**config.mk**
```make
export PLATFORM = sky130hd
export DESIGN_NAME = div_unit
export DESIGN_NICKNAME = d
export VERILOG_FILES = /design/src/rtl/div_unit.sv
export SDC_FILE = /design/constraint.sdc
export NUM_CORES = 1
export LEC_CHECK = 0
export CORE_AREA = 10 10 190 192
export CTS_CLUSTER_DIAMETER = 80
export DETAILED_ROUTE_END_ITERATION = 8
export DIE_AREA = 0 0 200 202
export GPL_TIMING_DRIVEN = 1
export SYNTH_ARGS = -nofsm -noshare
export SYNTH_HDL_FRONTEND = slang
export SYNTH_SLANG_ARGS = --single-unit
```
**constraint.sdc**
```tcl
create_clock -name clk -period 5.1 [get_ports clk]
set_input_delay 1.53 -clock clk [delete_from_list [all_inputs] [get_ports clk]]
set_output_delay 1.53 -clock clk [all_outputs]
set_load 0.02 [all_outputs]
```
**src/rtl/div_unit.sv**
```systemverilog
// rtl/div_unit.sv - multi-cycle radix-2 restoring divider for DIV/DIVU
//
// Ports:
//   clk        system clock, rising edge
//   rst        synchronous active-low reset
//   signed_div 1 = DIV (two's complement), 0 = DIVU; sampled with start
//   a, b       dividend / divisor; sampled with start
//   start      launch a division; honoured only in IDLE
//   annul      abort an operation in flight (ON or DZERO)
//   busy       high in ON and DZERO; EX stalls while high
//   ready      one-cycle pulse, result valid in that cycle
//   result     {remainder (HI), quotient (LO)}; held until the next completion

module div_unit #(
    parameter int WIDTH = 32
) (
    input  logic                 clk,
    input  logic                 rst,
    input  logic                 signed_div,
    input  logic [WIDTH-1:0]     a,
    input  logic [WIDTH-1:0]     b,
    input  logic                 start,
    input  logic                 annul,
    output logic                 busy,
    output logic                 ready,
    output logic [2*WIDTH-1:0]   result
);

    localparam int CW = (WIDTH > 1) ? $clog2(WIDTH) : 1;

    typedef enum logic [1:0] {
        IDLE  = 2'd0,
        ON    = 2'd1,
        DZERO = 2'd2,
        DONE  = 2'd3
    } state_t;

    state_t state;
    state_t state_next;

    logic [CW-1:0]    count;
    // Partial remainder is kept WIDTH bits wide: after every step it is
    // strictly below the divisor, so the extra bit of the shifted value is
    // only needed transiently for the trial subtraction.
    logic [WIDTH-1:0] rem;
    logic [WIDTH-1:0] quo;
    logic [WIDTH-1:0] divisor;
    logic             sgn_q;
    logic             sgn_r;

    logic [WIDTH:0]   shifted;
    logic [WIDTH:0]   trial;
    logic [WIDTH-1:0] rem_next;
    logic [WIDTH-1:0] quo_next;
    logic [WIDTH-1:0] quo_fix;
    logic [WIDTH-1:0] rem_fix;
    logic [WIDTH-1:0] abs_a;
    logic [WIDTH-1:0] abs_b;
    logic             last;
    logic             launch;
    logic             b_zero;

    assign b_zero = (b == '0);
    assign launch = (state == IDLE) && start && !annul;
    assign last   = (count == CW'(WIDTH - 1));

    // Magnitudes only in signed mode; -2^(W-1) maps onto itself, which is
    // the correct unsigned magnitude.
    assign abs_a = (signed_div && a[WIDTH-1]) ? (~a + 1'b1) : a;
    assign abs_b = (signed_div && b[WIDTH-1]) ? (~b + 1'b1) : b;

    // One restoring step: shift {rem, quo} left, trial-subtract the divisor.
    always_comb begin
        shifted  = {rem, quo[WIDTH-1]};
        trial    = shifted - {1'b0, divisor};
        rem_next = shifted[WIDTH-1:0];
        quo_next = {quo[WIDTH-2:0], 1'b0};
        if (!trial[WIDTH]) begin
            rem_next = trial[WIDTH-1:0];
            quo_next = {quo[WIDTH-2:0], 1'b1};
        end
        quo_fix = sgn_q ? (~quo_next + 1'b1) : quo_next;
        rem_fix = sgn_r ? (~rem_next + 1'b1) : rem_next;
    end

    // State register
    always_ff @(posedge clk) begin
        if (!rst) begin
            state <= IDLE;
        end else begin
            state <= state_next;
        end
    end

    // Next-state logic; annul beats start and aborts ON/DZERO.
    always_comb begin
        state_next = state;
        case (state)
            IDLE: begin
                if (start && !annul) begin
                    state_next = b_zero ? DZERO : ON;
                end
            end
            ON: begin
                if (annul) begin
                    state_next = IDLE;
                end else if (last) begin
                    state_next = DONE;
                end
            end
            DZERO: begin
                state_next = annul ? IDLE : DONE;
            end
            DONE: begin
                state_next = IDLE;
            end
            default: begin
                state_next = IDLE;
            end
        endcase
    end

    // Outputs
    always_comb begin
        busy  = (state == ON) || (state == DZERO);
        ready = (state == DONE);
    end

    // Datapath
    always_ff @(posedge clk) begin
        if (!rst) begin
            count   <= '0;
            rem     <= '0;
            quo     <= '0;
            divisor <= '0;
            sgn_q   <= 1'b0;
            sgn_r   <= 1'b0;
            result  <= '0;
        end else begin
            case (state)
                IDLE: begin
                    if (launch) begin
                        count   <= '0;
                        rem     <= '0;
                        // Divide-by-zero reports the raw dividend in HI, so
                        // the quotient register carries it through DZERO.
                        quo     <= b_zero ? a : abs_a;
                        divisor <= abs_b;
                        sgn_q   <= signed_div & (a[WIDTH-1] ^ b[WIDTH-1]);
                        sgn_r   <= signed_div & a[WIDTH-1];
                    end
                end
                ON: begin
                    if (!annul) begin
                        rem   <= rem_next;
                        quo   <= quo_next;
                        count <= count + 1'b1;
                        if (last) begin
                            result <= {rem_fix, quo_fix};
                        end
                    end
                end
                DZERO: begin
                    if (!annul) begin
                        result <= {quo, {WIDTH{1'b1}}};
                    end
                end
                default: begin
                end
            endcase
        end
    end

endmodule

```
## Yosys cells after proc, flatten, opt, wreduce, memory -nomap -nowiden

Index checks and enable logic that the tools add are counted.
Widths: inputs -> output; s select.

- Bitwise operators: 7
- Add/sub/neg operators: 6
- Mux-type cells: 26
- Equal/unequal tests: 10
- Reductions and logical operators: 15

Operator list:

| kind | count |
|---|---|
| $mux 32 | 10 |
| $mux 64 | 3 |
| $add 32x1->32 const B | 4 |
| $not 32->32 | 4 |
| $pmux 32 s2 | 2 |
| $pmux 64 s2 | 1 |
| $sub 33x32->33 | 1 |
| $logic_not 32->1 | 1 |
| $mux 2 | 5 |
| $mux 5 | 2 |
| $pmux 5 s2 | 1 |
| $ne 2x2->1 const B | 4 |
| $pmux 2 s4 | 1 |
| $add 5x1->5 const B | 1 |
| $eq 5x5->1 const B | 1 |
| $logic_and 1x1->1 | 5 |
| $eq 2x2->1 const B | 2 |
| $reduce_and 2->1 | 2 |
| $reduce_and 4->1 | 1 |
| $reduce_bool 2->1 | 2 |
| $ne 3x3->1 const B | 1 |
| $reduce_and 3->1 | 1 |
| $and 1x1->1 | 2 |
| $eq 2x1->1 const B | 1 |
| 6 further kinds | 6 |

- Input bits: 69
- Word-level logic and storage cells: 72
- Bits in registers: 169
- Output and inout port bits: 66

## Logic depth before layout (Yosys ltp)

- Depth in word-level cells: 8
- Depth in mapped cells: 26
- Depth with buffers taken out: 24

## Worst setup path before layout

No wires, ideal clock.

- Path kind: flip-flop to flip-flop
- From: reg quo[31]
- To: reg result[60]
- Data required time: 4.968 ns
- Path slack: 0.129 ns
- Period minus slack after synthesis: 4.971 ns
- Stages on the path, launching flop included: 26
- Buffers on the path: 2
- Library setup time: 0.132 ns
- Arrival time: 4.839 ns
- Cells stage by stage: dfxtp_1 inv_1 ha_1 inv_1 fa_1 a211oi_2 o211ai_2 and3_4 or2_1 a2111oi_2 nor2_4 inv_4 buf_4 buf_2 nor2_1 a21oi_1 ha_1 inv_1 a2111oi_0 and2_1 nand3_1 o31ai_2 nand4_2 o31ai_2 xnor2_1 a21oi_1

- Word-level cells in the longest chain between the ends: 8

RTL lines:

| item | line | RTL |
|---|---|---|
| start, declared | 46 | `logic [WIDTH-1:0] quo;` |
| start signal, assigned | 147 | `quo <= b_zero ? a : abs_a;` |
| start signal, assigned | 156 | `quo <= quo_next;` |
| $sub 33x32->33 | 75 | `trial = shifted - {1'b0, divisor};` |
| $mux 32 (*) | 78 | `if (!trial[WIDTH]) begin` |
| $not 32->32 | 83 | `rem_fix = sgn_r ? (~rem_next + 1'b1) : rem_next;` |
| $add 32x1->32 | 83 |  |
| $mux 32 (*) | 83 |  |
| $mux 64 (*) | 158 | `if (last) begin` |
| $mux 64 (*) | 154 | `if (!annul) begin` |
| $pmux 64 s2 (*) | 140 | `case (state)` |
| end signal, assigned | 159 | `result <= {rem_fix, quo_fix};` |
| end signal, assigned | 165 | `result <= {quo, {WIDTH{1'b1}}};` |
| end, declared | 26 | `output logic [2*WIDTH-1:0] result` |

Every way passes the cells marked *; elsewhere a longest branch is shown, timed or not. The select of a mux whose other input is x is not followed.
A chain may end at the register's enable or synchronous reset.

## Worst setup path in the final report

Ends and elaborated chain as after synthesis.

==> results.toml <==
[setup_path]
worst-path-max-fanout = 4
crit_required_ps = 5420
r2r_end = "result[60]"
criticalPathCategory = "reg2reg"
r2r-start = "quo[31]"
cp_cell_sequence = "inv_1 > ha_1 > inv_1 > fa_1 > a211oi_2 > o211ai_2 > and3_4 > or2_1 > a2111oi_4 > nor2_4 > mux2i_2 > ha_1 > inv_1 > a2111oi_4 > buf_4 > and2_1 > nand3_1 > o31ai_4 > nand4_4 > o31ai_2 > xnor2_1 > a21oi_1"
startpoint_type = "flop"
r2r_slack_ps = 330
critical_path_buf_inv_count = 4
crit_family = "compound AO/OA/AOI/OAI gates"
worst-r2r-cell-count = 22
path_common_cell = "inv_1"
end_kind = "flop"
critPathMaxStageDelay_ps = 400
arrival_ps = 5080
cp_slowest_cell = "a2111oi_4"

[clocking]
cts.sinks = 169
tritoncts = "yes"
clock_latency_ps = 450
clockRootBuffer = "clkbuf_16"
cts_inserted_buffers = 17
cts.clk_slew.worst_paths_ps = 80
htree_levels = 4
cts_hold_buffers = 0
clock_path_buffers = 2

[finish]
final_nets = 1824
finalNonFillerCells = 2167
antenna_cells = 0
drive_gt1_share_pct = 8.290
syn2layout_area_growth_pct = 20.91
fillers = 3280
regArea_um2 = 3383
design_area_um2 = 14640
multi_input_area_um2 = 8174

[hold_path]
hp-start = "divisor[21]"
hold_path_class = "reg2reg"
hold_end = "divisor[21]"
holdPathStages = 2

[pwr]
swShare_pct = 47.67
pwr-share-seq_pct = 25.0
clkPwrFrac_pct = 19.1
p_leak_nw = 5.445
p_per_area_nw_per_um2 = 486.1
comb_power_share_pct = 55.9
p_int_mw = 3.725
switching_power_mw = 3.394
ir_drop_mv = 0.2848

[global_routing]
grt_usage_pct = 19.61
grt_pass1_vias = 11432
grt_max_degree = 69
overflow = 0
antenna_found_initial = 0
grt_first_pass_wirelength_mm = 64.00

[die]
initial_core_util_pct = 37.51
die_h_um = 202
die_w_um = 200
coreArea_um2 = 32290
ioPinCount = 135
num_rows = 66
die-area_um2 = 40400

[timing]
fin_crit_sh_pct = 93.49
hold_violations = 0
finalSetupViolCount = 0
fin_skew_ps = 17.71
fmax_mhz = 209.7
relSlewSlack_pct = 27.32
post-route-min-period_ps = 4768
maxSlewViolCount = 0
worstMarginPinSlew_ps = 1089

[synth]
synth_async_sr_flop_share_pct = 0
yosysSeqAreaShare_pct = 27.94
synth_most_common_cell = "nor2_1"
ys.flop_type = "dfxtp_1"
yosysTopAreaCellShare_pct = 27.94
netlist_instances = 1615
yosys-top-cells-count = "nor2_1 (179), a21oi_1 (174), dfxtp_1 (169), nand2_1 (164), o21ai_0 (120)"
netlist-cell-type-count = 88
synth_area_um2 = 12110
synth.avg_cell_area_um2 = 7.499
ys_top_cells_by_area = "dfxtp_1 (28%), a21oi_1 (7.2%), nor2_1 (5.5%)"
syn-num-nets = 1727
yosys.area.top_type = "dfxtp_1"
synth-edff-count = 0
ys_seq_elements = 169
ys_warn_count = 0

[detailed_routing]
drt.antenna.violating_nets = 0
drc = 0
avgRoutedWirePerCell_um = 18.84
totalWireLength_mm = 40.83
viasPerCell = 5.673
dr.pass1.iters = 7
vias = 12293
drt_iter0_drc = 1040

[placed_design]
portBuffers = 134
place_congestion = 0.9359
placed_cells = 2133
post_dp_cell_area_um2 = 13940
hpwlAfterDp_mm = 31.24

[run_status]
status = "finished clean"

[flow_run]
drv_cap = 0
-- cell families after synthesis --
kind of cell	after synthesis	share of synthesized area [%]
AO/OA/AOI/OAI	533	28.68
multiplexers	34	2.945
XOR/XNOR	128	9.257
buffers and inverters	162	5.476
adder cells (fa/ha/maj)	43	4.505
AND/OR/NAND/NOR	546	21.20
flip-flops	169	27.94
-- sequential cells by signal, indices dropped and copies added, names as in the netlist --
register  cells
quo          32
state         2
sgn_r         1
result       64
count         5
rem          32
divisor      32
sgn_q         1
-- power by group through the flow --
stage	Combinational [mW]	Sequential [mW]	Clock, mW
finish	3.98	1.78	1.36
global route	4.34	1.81	1.43
CTS	3.85	1.78	1.38
detailed placement	3.83	1.81	0
global placement	3.79	1.81	0
floorplan	2.66	1.80	0
-- cells in the final DEF (no fill, tap or decap), types with 14 or more instances in the layout --
cell type / instances
dfxtp_1: 169
o211a_1: 14
mux2i_1: 26
a211oi_1: 37
clkbuf_16: 17
nand2_1: 164
o211ai_1: 37
xor2_1: 76
nand3_1: 28
nand2b_1: 22
a21oi_1: 173
o21ai_0: 116
nor3_1: 38
buf_4: 45
clkdlybuf4s50_1: 133
nor4_1: 18
inv_1: 56
nor2_1: 175
o31ai_1: 19
or3_1: 18
xnor2_1: 52
ha_1: 40
-- routing by layer --
layer	track usage (%)	vias up	share of wire (%)
met4	5.085	0	1.8
met3	2.725	47	5.5
met2	30.63	361	45
met5	0	-	0
met1	27.53	5866	48
li1	-	6019	-
-- what timing repair did --
action	in CTS	in global routing
buffers inserted	0	2
resized for setup	0	14
setup endpoints to repair	0	10
-- tightest hold or removal path: stages (launching register included) --
cell and delay, ps:
dfxtp_1 310, nand2_1 50, a21oi_1 50
-- worst max path at each step --
stage / from / to / depth (start not counted)
6_report: quo[31] / result[60] / 22
5_1_grt: quo[31] / result[60] / 22
4_1_cts: quo[31] / result[60] / 24
3_5_place_dp: b[10] / quo[24] / 12
3_3_place_gp: b[10] / quo[27] / 12
2_1_floorplan: quo[31] / result[60] / 25
-- final cells by class --
cell class              count  share of cell area, %
multi-input cells        1284                  55.82
flip-flops and latches    169                  23.11
clock buffers              17                  2.905
repair buffers            180                  11.57
clock inverters            15                  1.256
well taps                 442                  3.777
inverters                  60                  1.564
-- through the flow --
step	setup TNS [ps]	setup slack, ps	hold slack (ps)	power [mW]	util, %
4_1_cts	0	71.12	458.0	7.006	45.07
2_1_floorplan	0	128.7	431.9	4.461	-
3_3_place_gp	0	107.0	444.5	5.593	43.18
3_5_place_dp	0	38.94	449.3	5.636	43.18
5_1_grt	-27.11	-17.47	493.2	7.585	45.35
6_report	0	331.9	453.4	7.118	45.35
(Power assumes the default switching activity.)
